`config.mk`:
```
export PLATFORM = sky130hd
export DESIGN_NAME = pipelined_adder
export DESIGN_NICKNAME = d
export VERILOG_FILES = /design/src/rtl/pipelined_adder.sv
export SDC_FILE = /design/constraint.sdc
export NUM_CORES = 1
export LEC_CHECK = 0
export BUFFER_PORTS_ARGS = -buffer_cell sky130_fd_sc_hd__buf_4
export CORE_MARGIN = 3
export CORE_UTILIZATION = 29
export CTS_CLUSTER_SIZE = 28
export DETAILED_ROUTE_END_ITERATION = 10
export PLACE_DENSITY_LB_ADDON = 0.12
export RECOVER_POWER = 25
export REMOVE_ABC_BUFFERS = 1
export SKIP_CTS_REPAIR_TIMING = 1
export SLEW_MARGIN = 10
export SYNTH_ARGS = -nofsm -noshare
export SYNTH_HDL_FRONTEND = slang
export SYNTH_SLANG_ARGS = --single-unit
```
`constraint.sdc`:
```
create_clock -name clk -period 2.4 [get_ports clk]
set_input_delay 0.48 -clock clk [delete_from_list [all_inputs] [get_ports clk]]
set_output_delay 0.48 -clock clk [all_outputs]
set_load 0.01 [all_outputs]
```
`src/rtl/pipelined_adder.sv`:
```
// Ripple-carry adder split into STAGES registered slices with a valid/ready output handshake.
// Define OVERFLOW_FLAG_EN to add the ovf output (signed overflow, aligned with sum).
module pipelined_adder #(
  parameter int unsigned WIDTH  = 32,
  parameter int unsigned STAGES = 4
) (
  input  logic             clk,
  input  logic             rst,
  input  logic [WIDTH-1:0] a,
  input  logic [WIDTH-1:0] b,
  input  logic             cin,
  input  logic             in_valid,
  output logic             in_ready,
  output logic [WIDTH-1:0] sum,
  output logic             carry,
  output logic             out_valid,
  input  logic             out_ready
`ifdef OVERFLOW_FLAG_EN
  ,
  output logic             ovf
`endif
);

  localparam int unsigned S = WIDTH / STAGES;

  logic             v_q [STAGES];
  logic             v_d [STAGES];
  logic             c_q [STAGES];
  logic             c_d [STAGES];
  logic [WIDTH-1:0] a_q [STAGES];
  logic [WIDTH-1:0] a_d [STAGES];
  logic [WIDTH-1:0] b_q [STAGES];
  logic [WIDTH-1:0] b_d [STAGES];
  logic [WIDTH-1:0] s_q [STAGES];
  logic [WIDTH-1:0] s_d [STAGES];

  // Per-stage inputs: stage 0 sees the ports, stage k sees register k-1.
  logic             v_in [STAGES];
  logic             c_in [STAGES];
  logic [WIDTH-1:0] a_in [STAGES];
  logic [WIDTH-1:0] b_in [STAGES];
  logic [WIDTH-1:0] s_in [STAGES];

  logic             stall;
  logic [S:0]       slice;
  logic [WIDTH-1:0] part_s;

`ifdef OVERFLOW_FLAG_EN
  logic ovf_q;
  logic ovf_d;
`endif

  always_comb begin
    v_in[0] = in_valid;
    c_in[0] = cin;
    a_in[0] = a;
    b_in[0] = b;
    s_in[0] = '0;
    for (int unsigned k = 1; k < STAGES; k++) begin
      v_in[k] = v_q[k-1];
      c_in[k] = c_q[k-1];
      a_in[k] = a_q[k-1];
      b_in[k] = b_q[k-1];
      s_in[k] = s_q[k-1];
    end
  end

  always_comb begin
    stall  = v_q[STAGES-1] && !out_ready;
    slice  = '0;
    part_s = '0;
`ifdef OVERFLOW_FLAG_EN
    ovf_d  = ovf_q;
`endif
    for (int unsigned k = 0; k < STAGES; k++) begin
      v_d[k] = v_q[k];
      c_d[k] = c_q[k];
      a_d[k] = a_q[k];
      b_d[k] = b_q[k];
      s_d[k] = s_q[k];
      if (!stall) begin
        slice  = {1'b0, a_in[k][k*S +: S]} + {1'b0, b_in[k][k*S +: S]} + {{S{1'b0}}, c_in[k]};
        part_s = s_in[k];
        part_s[k*S +: S] = slice[S-1:0];
        v_d[k] = v_in[k];
        c_d[k] = slice[S];
        a_d[k] = a_in[k];
        b_d[k] = b_in[k];
        s_d[k] = part_s;
`ifdef OVERFLOW_FLAG_EN
        if (k == STAGES - 1) begin
          ovf_d = (a_in[k][WIDTH-1] == b_in[k][WIDTH-1]) && (part_s[WIDTH-1] != a_in[k][WIDTH-1]);
        end
`endif
      end
    end
  end

  always_ff @(posedge clk) begin
    if (rst) begin
      for (int unsigned k = 0; k < STAGES; k++) begin
        v_q[k] <= 1'b0;
        c_q[k] <= 1'b0;
        a_q[k] <= '0;
        b_q[k] <= '0;
        s_q[k] <= '0;
      end
`ifdef OVERFLOW_FLAG_EN
      ovf_q <= 1'b0;
`endif
    end else begin
      for (int unsigned k = 0; k < STAGES; k++) begin
        v_q[k] <= v_d[k];
        c_q[k] <= c_d[k];
        a_q[k] <= a_d[k];
        b_q[k] <= b_d[k];
        s_q[k] <= s_d[k];
      end
`ifdef OVERFLOW_FLAG_EN
      ovf_q <= ovf_d;
`endif
    end
  end

  assign in_ready  = !stall;
  assign out_valid = v_q[STAGES-1];
  assign sum       = s_q[STAGES-1];
  assign carry     = c_q[STAGES-1];
`ifdef OVERFLOW_FLAG_EN
  assign ovf       = ovf_q;
`endif

endmodule

```
# After elaboration in Yosys (flattened, before gate mapping)
# Memory sizes are Yosys's and may differ from the RTL's.
# Cells that the tools add are included.
totals:
  register_bits: 0
  n_memories: 5
  input_bits: 69
  ramBits: 392
  word_cells: 81
mem_list:
  columns: ["memory", "depth", "word_bits", "read_ports", "rd_ports_with_merged_regs", "write_ports", "line_no", "rtl"]
  rows:
  - ["a_q", 4, 32, 3, 0, 4, "30", "logic [WIDTH-1:0] a_q [STAGES];"]
  - ["b_q", 4, 32, 3, 0, 4, "32", "logic [WIDTH-1:0] b_q [STAGES];"]
  - ["s_q", 4, 32, 4, 0, 4, "34", "logic [WIDTH-1:0] s_q [STAGES];"]
  - ["c_q", 4, 1, 4, 0, 4, "28", "logic c_q [STAGES];"]
  - ["v_q", 4, 1, 4, 0, 4, "26", "logic v_q [STAGES];"]
op_classes:
  eq_ne: 1
  addsub: 8
  mux: 43
  bitwise: 20
  reduce_logical: 4
op_table:
  columns: ["op", "count"]
  rows:
  - ["$mux 32", 24]
  - ["$add 8x8->9", 4]
  - ["$add 9x1->9", 4]
  - ["$or 1x1->1", 20]
  - ["$mux 1", 19]
  - ["$logic_not 1->1", 2]
  - ["$reduce_and 2->1", 1]
  - ["$logic_and 1x1->1", 1]
  - ["$ne 1x1->1 const B", 1]

# Logic depth before layout (Yosys ltp)
depth:
  ltp_word: 5
  mapped_depth: 7
  depth_no_buf: 7

# Worst setup path after synthesis
# Ideal clock, no wire load.
synth_path:
  path_kind: "input to register"
  from: "input a[0]"
  to: "memory c_q[0]"
  path_buffers: 0
  slack_ps: 301
  t_required_ps: 2268
  setup_ps: 132
  t_arrival_ps: 1967
  stages: 6
  path_cell_list: "fa_1 fa_1 a21o_1 a221oi_2 nand3b_1 a211oi_1"
synth_rtl:
  columns: ["element", "line_no", "rtl"]
  rows:
  - ["start, declared", "9", "input logic [WIDTH-1:0] a,"]
  - ["end, declared", "28", null]

==> results.cfg <==
[timing]
clock_skew_ns = 0.01119
final.setup.worst_slack_ns = 0.2484
fmaxAchievable_ghz = 0.4648
finalHoldViolCount = 0
timing.max_slew.rel_slack = 0.2162
timing_worst_slew_pin_value_ns = 1.176
hold_slack_ns = 0.2971
finalSetupTns_ns = 0
grt_setup_unrepaired = false
setup_violations_final = 0
finalMaxSlewViolations = 0
timing.final.crit_share = 0.8965
finalCriticalPeriod_ns = 2.152

[worst_setup_path]
worst_path_fanout_max = 3
setup.worst_path.class = reg -> reg
worstPathArrival_ns = 2.46
worst_ep_required_time_ns = 2.71
timing.critical_path.to_type = register
start_kind = register

[placement]
dp_slack_ns = 0.07225
globalplace.congestion = 0.7622
port_buffers = 103
numPlacedInstances = 1313
dp.final_hpwl_mm = 11.66

[drt]
final_antenna_net_count = 0
drc = 0
detailedRoute.firstIterationViolations = 345
wl_per_cell_um = 13.25
routed-via-count = 6104
vias_per_cell = 4.538
totalWireLength_mm = 17.82
drtPass1Iterations = 4

[synth]
dominant_combinational_cell_family_by_area_after_synthesis = simple AND/OR/NAND/NOR gates
yosys-mux-area-fraction = 0.008896
synth_simple_gate_area_frac = 0.2033
synth_adder_area_share = 0.06722
post_synth_xor_area_fraction = 0.01614
ys_seq_elements = 184
count_of_flip_flops_with_a_built_in_enable_after_synthesis = 0
synth-warning-count = 0
synthesis.area_per_instance_um2 = 8.211
synthesis.area_um2 = 7595
synthesized_instance_count = 925
seq_area_frac_synth = 0.4850
async_reset_ff_frac = 0
netlist-cell-type-count = 45
synth_compound_area_frac = 0.1778
dominantRegCellSynth = sky130_fd_sc_hd__dfxtp_1

[final_layout]
net_count_of_the_finished_layout = 1107
n_antenna_cell = 0
finalNonFillerCells = 1345
layout-area-overhead-vs-synth_pct = 19.87
layout.core_utilization = 0.3574
fraction_of_final_layout_cells_with_drive_strength_greater_than_1 = 0.1340

[clocking]
cts_htree_levels = 4
clkLatencyLatePin_ns = 0.43
cts.path.max_buffers = 2
cts_clk_pin_slew_worst_paths_ns = 0.08
tritoncts = built
cts-root-buf = sky130_fd_sc_hd__clkbuf_16
cts-buffers-inserted = 17
clock_sinks = 184

[global_routing]
via_count_of_the_first_global_routing_pass = 6003
global_route_wire_length_before_repair_mm = 29.93
grt_util_all_layers = 0.1265
grt_max_degree = 64
grt-ovfl-total = 0
grt_antenna_before_repair = 0

[power_and_ir_drop]
vdd.ir_drop.worst_mv = 0.3159
power.leakage_uw = 0.003702
power.density_nw_per_um2 = 725.3

[hold_path]
hold_class = in -> reg

[floorplan]
placement_rows = 58
design.die.area_um2 = 28170
die_w_um = 167.8
die_h_um = 167.8
io-pin-count = 104
floorplan.initialDensity = 0.2982
coreArea_um2 = 25470

[run_status]
run_status = finished, final reports clean

[flow_run]
cap_violations = 0
-- routing by layer --
layer  vias up  wire [µm]  part of all wire  global-route usage
met5         -          0                 0                   0
li1       3259          -                 -                   -
met4         0        184             0.010             0.03522
met2        83       7898              0.44              0.1977
met1      2751       9169              0.51              0.1779
met3        11        563             0.032             0.02630
-- synth_stat cells (2+ instances only) --
library cell | number | area (µm²)
sky130_fd_sc_hd__clkbuf_1 | 22 | 82.58
sky130_fd_sc_hd__ha_1 | 28 | 350.3
sky130_fd_sc_hd__buf_2 | 40 | 200.2
sky130_fd_sc_hd__fa_1 | 8 | 160.2
sky130_fd_sc_hd__o2bb2ai_1 | 3 | 26.28
sky130_fd_sc_hd__dfxtp_1 | 184 | 3684
sky130_fd_sc_hd__o21ai_0 | 9 | 45.04
sky130_fd_sc_hd__a211oi_1 | 12 | 90.09
sky130_fd_sc_hd__xor2_1 | 4 | 35.03
sky130_fd_sc_hd__nor2_1 | 12 | 45.04
sky130_fd_sc_hd__mux2_2 | 6 | 67.56
sky130_fd_sc_hd__nor2b_1 | 2 | 12.51
sky130_fd_sc_hd__nand4_1 | 2 | 12.51
sky130_fd_sc_hd__and3_1 | 6 | 37.54
sky130_fd_sc_hd__nor3_1 | 4 | 20.02
sky130_fd_sc_hd__nand3_1 | 3 | 15.01
sky130_fd_sc_hd__nor3b_1 | 5 | 37.54
sky130_fd_sc_hd__nand2b_1 | 3 | 18.77
sky130_fd_sc_hd__or3_1 | 3 | 18.77
sky130_fd_sc_hd__nand4b_1 | 2 | 17.52
sky130_fd_sc_hd__a21oi_1 | 179 | 895.9
sky130_fd_sc_hd__nor4_1 | 2 | 12.51
sky130_fd_sc_hd__nand2_1 | 320 | 1201
sky130_fd_sc_hd__nand3b_1 | 7 | 52.55
sky130_fd_sc_hd__a211o_1 | 2 | 17.52
sky130_fd_sc_hd__o21bai_1 | 4 | 30.03
sky130_fd_sc_hd__a21o_1 | 13 | 97.59
sky130_fd_sc_hd__xnor2_1 | 10 | 87.58
sky130_fd_sc_hd__a221oi_2 | 3 | 45.04
sky130_fd_sc_hd__inv_1 | 8 | 30.03
sky130_fd_sc_hd__o22ai_1 | 5 | 31.28
-- state kept, by name, indices dropped and copies added (netlist names) --
name  flops
v_q       4
s_q      80
b_q      48
a_q      48
c_q       4
-- critical path, cell delays in order (launching register included) --
cell	delay, ns
sky130_fd_sc_hd__dfxtp_1	0.33
sky130_fd_sc_hd__fa_1	0.47
sky130_fd_sc_hd__inv_1	0.09
sky130_fd_sc_hd__fa_1	0.23
sky130_fd_sc_hd__nor2b_4	0.06
sky130_fd_sc_hd__o2111a_1	0.25
sky130_fd_sc_hd__or3_1	0.36
sky130_fd_sc_hd__a32o_1	0.26
-- kinds of logic (layout without fill, tap and decap cells) --
group / count (synthesis) / in the layout
adder cells (fa/ha/maj): 36 / 36
AO/OA/AOI/OAI: 238 / 238
buffers and inverters: 71 / 161
multiplexers: 6 / 6
XOR/XNOR: 14 / 14
flip-flops: 184 / 184
AND/OR/NAND/NOR: 376 / 376
-- layout make-up --
class / count / area, µm²
timing repair buffer: 120 / 812.0
inverter: 9 / 38.79
clock buffer: 17 / 425.4
multi-input combinational: 670 / 3602
fill: 2741 / 16370
sequential: 184 / 3684
tap: 330 / 412.9
clock inverter: 15 / 128.9
-- metrics by stage --
step / area (µm²) / total power, µW
floorplan: 7312 / 3713
global placement: 8692 / 4005
global route: 9104 / 6943
detailed placement: 8692 / 4006
CTS: 9246 / 6742
finish: 9104 / 6603
-- layout by cell type, fill, tap and decap left out, types with 6 or more instances in the layout --
cell	count
sky130_fd_sc_hd__nand2_1	320
sky130_fd_sc_hd__dfxtp_1	184
sky130_fd_sc_hd__a21oi_1	179
sky130_fd_sc_hd__buf_4	85
sky130_fd_sc_hd__clkbuf_1	30
sky130_fd_sc_hd__ha_1	28
sky130_fd_sc_hd__clkbuf_16	17
sky130_fd_sc_hd__a21o_1	13
sky130_fd_sc_hd__nor2_1	12
sky130_fd_sc_hd__a211oi_1	12
sky130_fd_sc_hd__xnor2_1	10
sky130_fd_sc_hd__o21ai_0	9
sky130_fd_sc_hd__inv_1	8
sky130_fd_sc_hd__fa_1	8
sky130_fd_sc_hd__inv_6	7
sky130_fd_sc_hd__nand3b_1	7
sky130_fd_sc_hd__and3_1	6
sky130_fd_sc_hd__mux2_2	6
-- worst paths after layout --
kind	startpoint	endpoint	slack [ns]	cells past startpoint
max	a_q[0][88]$_SDFFE_PP0N_	s_q[3][30]$_SDFFE_PP0N_	0.25	7
min	b[18]	b_q[0][18]$_SDFFE_PP0N_	0.30	3
min reg2reg	s_q[3][24]$_SDFFE_PP0N_	s_q[3][24]$_SDFFE_PP0N_	0.45	2
max reg2reg	a_q[0][88]$_SDFFE_PP0N_	s_q[3][30]$_SDFFE_PP0N_	0.25	7
-- power breakdown --
group | total, µW | switching [µW] | internal, µW
combinational | 598 | 315 | 283
sequential | 3310 | 89.8 | 3220
clock | 2690 | 1320 | 1370
Power figures use the tool's default switching activity.
